--- src/rtl/fpmult_es_pkg.sv ---
// rtl/fpmult_es_pkg.sv - shared flag indices and operand classification for the FP multiplier exponent/sign path
package fpmult_es_pkg;

    localparam int FLG_ZERO = 0;
    localparam int FLG_INF  = 1;
    localparam int FLG_NAN  = 2;
    localparam int FLG_OVF  = 3;
    localparam int FLG_UNF  = 4;
    localparam int FLG_W    = 5;

    typedef struct packed {
        logic zero;
        logic inf;
        logic nan;
    } cls_t;

    // Denormals are flushed: an all-zero exponent counts as zero whatever the fraction.
    function automatic cls_t classify(input logic e_zero, input logic e_ones, input logic m_zero);
        cls_t c;
        c.zero = e_zero;
        c.inf  = e_ones && m_zero;
        c.nan  = e_ones && !m_zero;
        return c;
    endfunction

endpackage

--- src/rtl/fpmult_es_pipe_if.sv ---
// rtl/fpmult_es_pipe_if.sv - operand/result handshake bundle of the exponent/sign pipeline
interface fpmult_es_pipe_if
    import fpmult_es_pkg::*;
#(
    parameter int EXP_W = 8
);
    logic               in_valid;
    logic               in_ready;
    logic [EXP_W-1:0]   ea;
    logic [EXP_W-1:0]   eb;
    logic               sa;
    logic               sb;
    logic               ma_zero;
    logic               mb_zero;
    logic               out_valid;
    logic               out_ready;
    logic [EXP_W+1:0]   ep;
    logic               sp;
    logic [FLG_W-1:0]   flags;

    modport master (
        output in_valid, ea, eb, sa, sb, ma_zero, mb_zero, out_ready,
        input  in_ready, out_valid, ep, sp, flags
    );

    modport slave (
        input  in_valid, ea, eb, sa, sb, ma_zero, mb_zero, out_ready,
        output in_ready, out_valid, ep, sp, flags
    );

endinterface

--- src/rtl/fpmult_es_stage.sv ---
// rtl/fpmult_es_stage.sv - one valid/ready register slice with a parametrised payload
module fpmult_es_stage #(
    parameter int W = 8
) (
    input  logic         clk,
    input  logic         rst_n,
    input  logic         in_valid,
    input  logic [W-1:0] in_data,
    input  logic         ready_next,
    output logic         valid,
    output logic [W-1:0] data,
    output logic         ready
);

    logic         valid_q, valid_d;
    logic [W-1:0] data_q, data_d;

    // Data only moves on a real beat so the outputs hold their last value across bubbles.
    always_comb begin
        ready   = !valid_q || ready_next;
        valid_d = valid_q;
        data_d  = data_q;
        if (ready) begin
            valid_d = in_valid;
            if (in_valid) begin
                data_d = in_data;
            end
        end
    end

    always_ff @(posedge clk or negedge rst_n) begin
        if (!rst_n) begin
            valid_q <= 1'b0;
            data_q  <= '0;
        end else begin
            valid_q <= valid_d;
            data_q  <= data_d;
        end
    end

    assign valid = valid_q;
    assign data  = data_q;

endmodule

--- src/rtl/fpmult_es_pipe.sv ---
// rtl/fpmult_es_pipe.sv - pipelined product exponent/sign with special-operand flags; FPMULT_ES_SATURATE_EN clamps ep
module fpmult_es_pipe
    import fpmult_es_pkg::*;
#(
    parameter int EXP_W  = 8,
    parameter int BIAS   = 2**(EXP_W-1)-1,
    parameter int STAGES = 2
) (
    input  logic            clk,
    input  logic            rst_n,
    fpmult_es_pipe_if.slave bus
);

    localparam int EP_W = EXP_W + 2;
    localparam int PW   = EP_W + 1 + FLG_W;

    cls_t             ca, cb;
    logic             nan, inf, zero, special, ovf, unf;
    logic [EP_W-1:0]  ep_raw;
    logic [EP_W-1:0]  ep_s0;
    logic [FLG_W-1:0] flags_s0;

    always_comb begin
        ca = classify(bus.ea == '0, &bus.ea, bus.ma_zero);
        cb = classify(bus.eb == '0, &bus.eb, bus.mb_zero);

        nan     = ca.nan || cb.nan || (ca.zero && cb.inf) || (ca.inf && cb.zero);
        inf     = (ca.inf || cb.inf) && !nan;
        zero    = (ca.zero || cb.zero) && !nan && !inf;
        special = nan || inf || zero;

        // Two guard bits keep the zero-extended sum from wrapping; the MSB is the sign.
        ep_raw = {2'b00, bus.ea} + {2'b00, bus.eb} - EP_W'(BIAS);
        ovf    = !special && !ep_raw[EP_W-1]
                 && (ep_raw[EP_W-2:0] >= (EP_W-1)'((2**EXP_W) - 1));
        unf    = !special && (ep_raw[EP_W-1] || (ep_raw == '0));

`ifdef FPMULT_ES_SATURATE_EN
        if (ovf || inf || nan) begin
            ep_s0 = EP_W'((2**EXP_W) - 1);
        end else if (unf || zero) begin
            ep_s0 = '0;
        end else begin
            ep_s0 = ep_raw;
        end
`else
        ep_s0 = ep_raw;
`endif

        flags_s0           = '0;
        flags_s0[FLG_ZERO] = zero;
        flags_s0[FLG_INF]  = inf;
        flags_s0[FLG_NAN]  = nan;
        flags_s0[FLG_OVF]  = ovf;
        flags_s0[FLG_UNF]  = unf;
    end

    // Index k is the input side of slice k; index STAGES is the output port.
    logic          vld [0:STAGES];
    logic          rdy [0:STAGES];
    logic [PW-1:0] dat [0:STAGES];

    assign vld[0]      = bus.in_valid;
    assign dat[0]      = {ep_s0, bus.sa ^ bus.sb, flags_s0};
    assign rdy[STAGES] = bus.out_ready;

    for (genvar k = 0; k < STAGES; k++) begin : g_stage
        fpmult_es_stage #(
            .W(PW)
        ) u_stage (
            .clk        (clk),
            .rst_n      (rst_n),
            .in_valid   (vld[k]),
            .in_data    (dat[k]),
            .ready_next (rdy[k+1]),
            .valid      (vld[k+1]),
            .data       (dat[k+1]),
            .ready      (rdy[k])
        );
    end

    assign bus.in_ready                = rdy[0];
    assign bus.out_valid               = vld[STAGES];
    assign {bus.ep, bus.sp, bus.flags} = dat[STAGES];

endmodule

--- src/flat_wrapper.sv ---
// flat-port wrapper written by rule: the top's interface ports become plain ports
module fpmult_es_pipe_flat import fpmult_es_pkg::*;
#(
    parameter int EXP_W  = 8,
    parameter int BIAS   = 2**(EXP_W-1)-1,
    parameter int STAGES = 2
)
  (clk, rst_n, bus_in_valid, bus_ea, bus_eb, bus_sa, bus_sb, bus_ma_zero, bus_mb_zero, bus_out_ready, bus_in_ready, bus_out_valid, bus_ep, bus_sp, bus_flags);
  fpmult_es_pipe_if #(.EXP_W(EXP_W)) bus_i ();
  input  logic clk;
  input  logic rst_n;
  input wire logic [$bits(bus_i.in_valid)-1:0] bus_in_valid;
  input wire logic [$bits(bus_i.ea)-1:0] bus_ea;
  input wire logic [$bits(bus_i.eb)-1:0] bus_eb;
  input wire logic [$bits(bus_i.sa)-1:0] bus_sa;
  input wire logic [$bits(bus_i.sb)-1:0] bus_sb;
  input wire logic [$bits(bus_i.ma_zero)-1:0] bus_ma_zero;
  input wire logic [$bits(bus_i.mb_zero)-1:0] bus_mb_zero;
  input wire logic [$bits(bus_i.out_ready)-1:0] bus_out_ready;
  output wire logic [$bits(bus_i.in_ready)-1:0] bus_in_ready;
  output wire logic [$bits(bus_i.out_valid)-1:0] bus_out_valid;
  output wire logic [$bits(bus_i.ep)-1:0] bus_ep;
  output wire logic [$bits(bus_i.sp)-1:0] bus_sp;
  output wire logic [$bits(bus_i.flags)-1:0] bus_flags;
  assign bus_i.in_valid = bus_in_valid;
  assign bus_i.ea = bus_ea;
  assign bus_i.eb = bus_eb;
  assign bus_i.sa = bus_sa;
  assign bus_i.sb = bus_sb;
  assign bus_i.ma_zero = bus_ma_zero;
  assign bus_i.mb_zero = bus_mb_zero;
  assign bus_i.out_ready = bus_out_ready;
  assign bus_in_ready = bus_i.in_ready;
  assign bus_out_valid = bus_i.out_valid;
  assign bus_ep = bus_i.ep;
  assign bus_sp = bus_i.sp;
  assign bus_flags = bus_i.flags;
  fpmult_es_pipe #(.EXP_W(EXP_W), .BIAS(BIAS), .STAGES(STAGES)) u_core (.clk(clk), .rst_n(rst_n), .bus(bus_i));
endmodule
--- config.mk ---
export PLATFORM = sky130hd
export DESIGN_NAME = fpmult_es_pipe_flat
export DESIGN_NICKNAME = d
export VERILOG_FILES = /design/src/rtl/fpmult_es_pkg.sv /design/src/rtl/fpmult_es_pipe_if.sv /design/src/rtl/fpmult_es_stage.sv /design/src/rtl/fpmult_es_pipe.sv /design/src/flat_wrapper.sv
export SDC_FILE = /design/constraint.sdc
export NUM_CORES = 1
export LEC_CHECK = 0
export CAP_MARGIN = 20
export CORE_MARGIN = 2
export CORE_UTILIZATION = 52
export DETAILED_ROUTE_END_ITERATION = 6
export PLACE_DENSITY_LB_ADDON = 0.25
export SETUP_SLACK_MARGIN = 0.02
export SKIP_LAST_GASP = 1
export SYNTH_ARGS = -nofsm -noshare
export SYNTH_HDL_FRONTEND = slang
export SYNTH_SLANG_ARGS = --single-unit
--- constraint.sdc ---
create_clock -name clk -period 1.95 [get_ports clk]
set_input_delay 0.585 -clock clk [delete_from_list [all_inputs] [get_ports clk]]
set_output_delay 0.585 -clock clk [all_outputs]
set_load 0.005 [all_outputs]
Word-level counts from Yosys, hierarchy flattened
Cells that the tools add are included.

Bitwise logic cells: 1. Add/sub/neg operators: 2. Reductions and logical operators: 37. $lt $le $gt $ge: 1.

Operator list (number): 8-bit zero test (2); 8-bit AND reduction (2); 1-bit logical AND (12); 10-bit zero test (1); 1-bit logical OR (10); 10-bit by 7-bit subtractor with 10-bit output, second input constant (1); 8-bit by 8-bit adder with 9-bit output (1); 9-bit by 8-bit greater-or-equal comparator with 1-bit output, second input constant (1); 1-bit zero test (8); 2-bit AND reduction (2); 1-bit bitwise XOR (1).

Register bits: 34. Input port bits: 24. Word-level logic and storage cells: 45.

Depth between registers and ports, before layout
Depth in word-level cells: 13. Mapped depth: 9.

Hierarchy
A second synthesis with hierarchy kept.

Cells, all modules: 153. Area, all modules: 1986.9 µm².

Modules (own cells, without submodules): fpmult_es_stage (area each 695.7 µm², cells each 37, seq. area each 425.4 µm², instances 2); fpmult_es_pipe (area each 595.6 µm², cells each 79, seq. area each 0.0 µm², instances 1).

Worst setup path before layout
OpenSTA, ideal clock, no wires.

Kind: input port to flip-flop. From: in bus_eb[0]. To: reg u_core.g_stage[0].u_stage.data_q[4]. Stages on the path: 8. Data required time: 1883 ps. Buffers on the path: 0. Path slack: -1016 ps. Data arrival time: 2899 ps. Cells stage by stage: ha_1 -> fa_1 -> a211o_1 -> and3_4 -> o221a_4 -> or4b_1 -> a2111o_1 -> nand2_1.

Word-level cells in the longest chain between the ends: 12.

Ends and longest elaborated chain: from (decl) (line flat_wrapper.sv:14) `input wire logic [$bits(bus_i.eb)-1:0] bus_eb;`; branches (longest 11 deep; another with 10-bit by 7-bit subtractor with 10-bit output); 1-bit logical AND * (line fpmult_es_pipe.sv:36) `unf = !special && (ep_raw[EP_W-1] || (ep_raw == '0));`; to (signal assigned) (line fpmult_es_stage.sv:37) `data_q <= data_d;`; to (decl) (line fpmult_es_stage.sv:16) `logic [W-1:0] data_q, data_d;`.

Mark *: on every way between the ends. A chain may end at the register's enable or synchronous reset.

Final worst setup path
Ends and elaborated chain as after synthesis.

==> results.txt <==
The run finished, with violations left. The final reports fail on setup timing. The number of enable-type register cells in the synthesized netlist came out at 0. The violation count after the first detailed-routing iteration came out at 103.

The critical path goes through buf_8 -> ha_4 -> fa_2 -> a211o_1 -> a311oi_2 -> o221a_4 -> nand2_2 -> or3_4 -> a2111o_1 -> nand2_1. The maximum resistive drop on vdd came out at 0.349 mV. The total global routing track utilization came out at 25.8%. The first-pass GRT wire length came out at 8.71 mm. Setup repair after global routing could not meet its margin everywhere. The post-route setup TNS is -4.63 ns. The number of buffers on the longest clock path came out at 2. During synthesis, Yosys emitted a total of 0 warnings. The minimum clock period after layout came out at 2.74 ns. The die boundary width is 68.2 µm.

The initial utilization of the core area, before any placement, comes to 53.9%. The final hold violation count came out at 0. The type of the tightest min-delay check is reg2reg. Using the TritonRoute via totals, the vias-per-cell ratio works out to 5.76. The floorplan has 23 rows.

The wire length after detailed routing is 5.97 mm. The synthesized area per cell came out at 10.4 µm². Setup violations remaining at the end of the flow were counted as 9. The final clock period utilization by the worst path came out at 141%. The vertical die dimension came out at 68.2 µm. Of the cells placed in the final design, the portion with a size suffix greater than 1 is 43.4%.

The number of nets in the synthesized netlist came out at 241. The most frequently used flop master after synthesis is sky130_fd_sc_hd__dfrtp_1. The peak clock frequency supported by timing is 365 MHz.

The critical path is of the in2reg type. The routed wirelength normalized by instance count came out at 17.2 µm. The number of antenna violations at the first check in global routing is 0.

The leakage power of the design is 1.45 nW. The detailed-route via count came out at 1999. Counting flops and latches in the post-synthesis netlist gives 34. The register clock-pin slew on the reported worst setup and hold paths is 0.07 ns. The gate count of the mapped netlist came out at 206. STA classifies the critical path endpoint as a flop. Sequential cells were found to cover 39.7% of the synthesized design area. The slew at the pin closest to its max-slew limit is 0.421 ns. The sequential cell area is 851 µm².

The setup slack after layout came out at -0.792 ns. After detailed routing, the number of remaining DRC violations is 0. The final-layout worst hold slack is 0.485 ns. The number of ports placed on the die boundary came out at 42.

The clock tree from TritonCTS is done. The H-tree depth reported by CTS came out at 2. After global routing the overflow that remains totals 0.

Together, buffers and inverters on the worst path number 1. For this run, the slowest stage of the critical path takes 0.41 ns. The area of the multi-input gates came out at 1390 µm². Clock tree synthesis inserted a total of 5 buffers.

The largest individual stage delay along the critical path comes from the cell sky130_fd_sc_hd__a2111o_1. The filler cells instantiated in the layout total 233. The max-capacitance violation count is 0. The number of hold buffers added after CTS is 0. For the worst setup path, the data required time is 2.17 ns. The largest net degree at the start of global routing is 35. The kind of start point of the critical path is a primary input. The clock latency at the later pin of the worst-skew pair is 0.29 ns. The data arrival time of the critical path came out at 2.97 ns.

The kind of cell with the highest combined delay along the critical path is compound AO/OA/AOI/OAI gates. The worst clock skew is 0.00741 ns. The async set-or-reset flop fraction in the synthesized netlist came out at 100%. The clock tree root driver cell is sky130_fd_sc_hd__clkbuf_8.

The length of the first detailed-routing pass in iterations came out at 4. The number of pins with negative max-slew slack in the final report is 0. The power density relative to cell area came out at 822 nW/µm².

The final layout contains 331 nets. The count of clock tree sinks is 34. The maximum fanout encountered on the critical timing path is 3. The final antenna-violating net count came out at 0.

The number of diodes added for antenna fixing came out at 0. The growth of design area from synthesis to finish came out at 53.5%. The total of buffers placed on input and output ports is 41. The summed instance area of the synthesized netlist is 2140 µm². The via count of the first global-routing pass is 1920. The total core area came out at 3970 µm². The count of distinct cell types in the synthesized netlist came out at 48. The area of the die is 4650 µm².

The total power of the final layout came out at 2.70 mW. In this run the tightest slew margin relative to its limit is 71.9%. The final RePlAce weighted congestion came out at 0.871.

Leaving out fill and tap cells, the most frequent cells in the layout are sky130_fd_sc_hd__buf_4 (58), sky130_fd_sc_hd__dfrtp_1 (34), sky130_fd_sc_hd__nand2_1 (28), sky130_fd_sc_hd__clkdlybuf4s50_1 (25), sky130_fd_sc_hd__mux2_2 (17). After legalization and detailed placement, the total HPWL measured 3.78 mm. The library cell used most frequently in the layout, excluding fill and tap cells, is sky130_fd_sc_hd__buf_4.
-- final timing paths --
path	startpoint	to	slack, ns	depth (start not counted)
min	u_core.g_stage[0].u_stage.data[11]$_DFFE_PN0P_	u_core.g_stage[0].u_stage.data[11]$_DFFE_PN0P_	0.48	2
min reg2reg	u_core.g_stage[0].u_stage.data[11]$_DFFE_PN0P_	u_core.g_stage[0].u_stage.data[11]$_DFFE_PN0P_	0.48	2
max	bus_eb[0]	u_core.g_stage[0].u_stage.data[4]$_DFFE_PN0P_	-0.79	10
min in group asynchronous	rst_n	u_core.g_stage[0].u_stage.data[8]$_DFFE_PN0P_	0.71	2
max in group asynchronous	rst_n	u_core.g_stage[1].u_stage.data[12]$_DFFE_PN0P_	0.95	2
max reg2reg	u_core.g_stage[0].u_stage.valid$_DFFE_PN0N_	u_core.g_stage[0].u_stage.data[4]$_DFFE_PN0P_	0.16	7
-- final cells by class --
type	count	area share, %
clock buffers	8	3.35
multi-input cells	152	42.2
inverters	1	0.114
well taps	50	1.90
flip-flops and latches	34	25.9
repair buffers	102	26.6
-- Yosys cell counts (all sizes together), types with 2 or more instances --
cell	number	area (µm²)
ha	10	125
buf	16	124
o311ai	2	35.0
xnor2	6	52.6
a31oi	2	12.5
a221oi	2	23.8
or4b	2	23.8
clkbuf	3	11.3
mux2	17	191
nand3b	2	15.0
nor2	9	33.8
nand2	29	109
o21ai	15	82.6
o211a	3	30.0
nor3	2	10.0
or2	3	18.8
nand4	4	25.0
nand3	2	10.0
xor2	4	35.0
nor4	6	43.8
a22o	2	17.5
or3	3	18.8
nand2b	4	25.0
dfrtp	34	851
a21oi	8	40.0
-- where the power goes --
part           switching [mW]  leakage [nW]  internal (mW)
Clock                   0.255        0.0575          0.356
Combinational           0.469         0.968          0.654
Sequential             0.0926         0.423          0.876
-- cell families (layout without fill, tap and decap cells) --
family	Yosys count	in the layout	synth area share, %
AOI/OAI and AO/OA	43	43	16.4
adders and majority gates	11	11	6.78
muxes	17	17	8.94
xor gates and xnor gates	10	10	4.09
DFF	34	34	39.7
buffers and inverters	20	111	6.48
and+or+nand+nor	71	71	17.6
-- registers in the layout (all words and copies together), names as in the netlist --
name	flops
u_core.g_stage.u_stage.valid	2
u_core.g_stage.u_stage.data	32
-- worst reg2reg max path, delay by kind of cell (launching register included) --
kind                   cells  cell delay, ns
buffers and inverters      1            0.19
flip-flops                 1            0.39
AND/OR/NAND/NOR            5            0.76
AO/OA/AOI/OAI              1            0.39
-- what timing repair did --
action / in CTS / in global routing
hold endpoints to repair: 0 / 0
resized for setup: 58 / 10
setup buffers: 6 / 4
setup endpoints to repair: 14 / 13
pin swaps: 22 / 6
-- routing by layer --
metal | share of wire [%] | vias to the layer above | global-route usage [%]
li1 | - | 924 | -
met1 | 39 | 961 | 28.6
met2 | 52 | 88 | 44.8
met3 | 5.1 | 26 | 6.25
met4 | 4.4 | 0 | 14.5
met5 | 0 | - | 0
-- stage by stage --
stage | area (µm²) | utilization (%) | cells | setup slack (ns)
floorplan | 2190 | - | 206 | -0.908
global route | 3290 | 82.8 | 347 | -0.855
global placement | 2920 | 73.5 | 329 | -1.45
finish | 3290 | 82.8 | 347 | -0.792
detailed placement | 2920 | 73.5 | 329 | -1.56
CTS | 3210 | 80.7 | 343 | -0.769
Note: power is estimated with default switching activity, not from simulation.
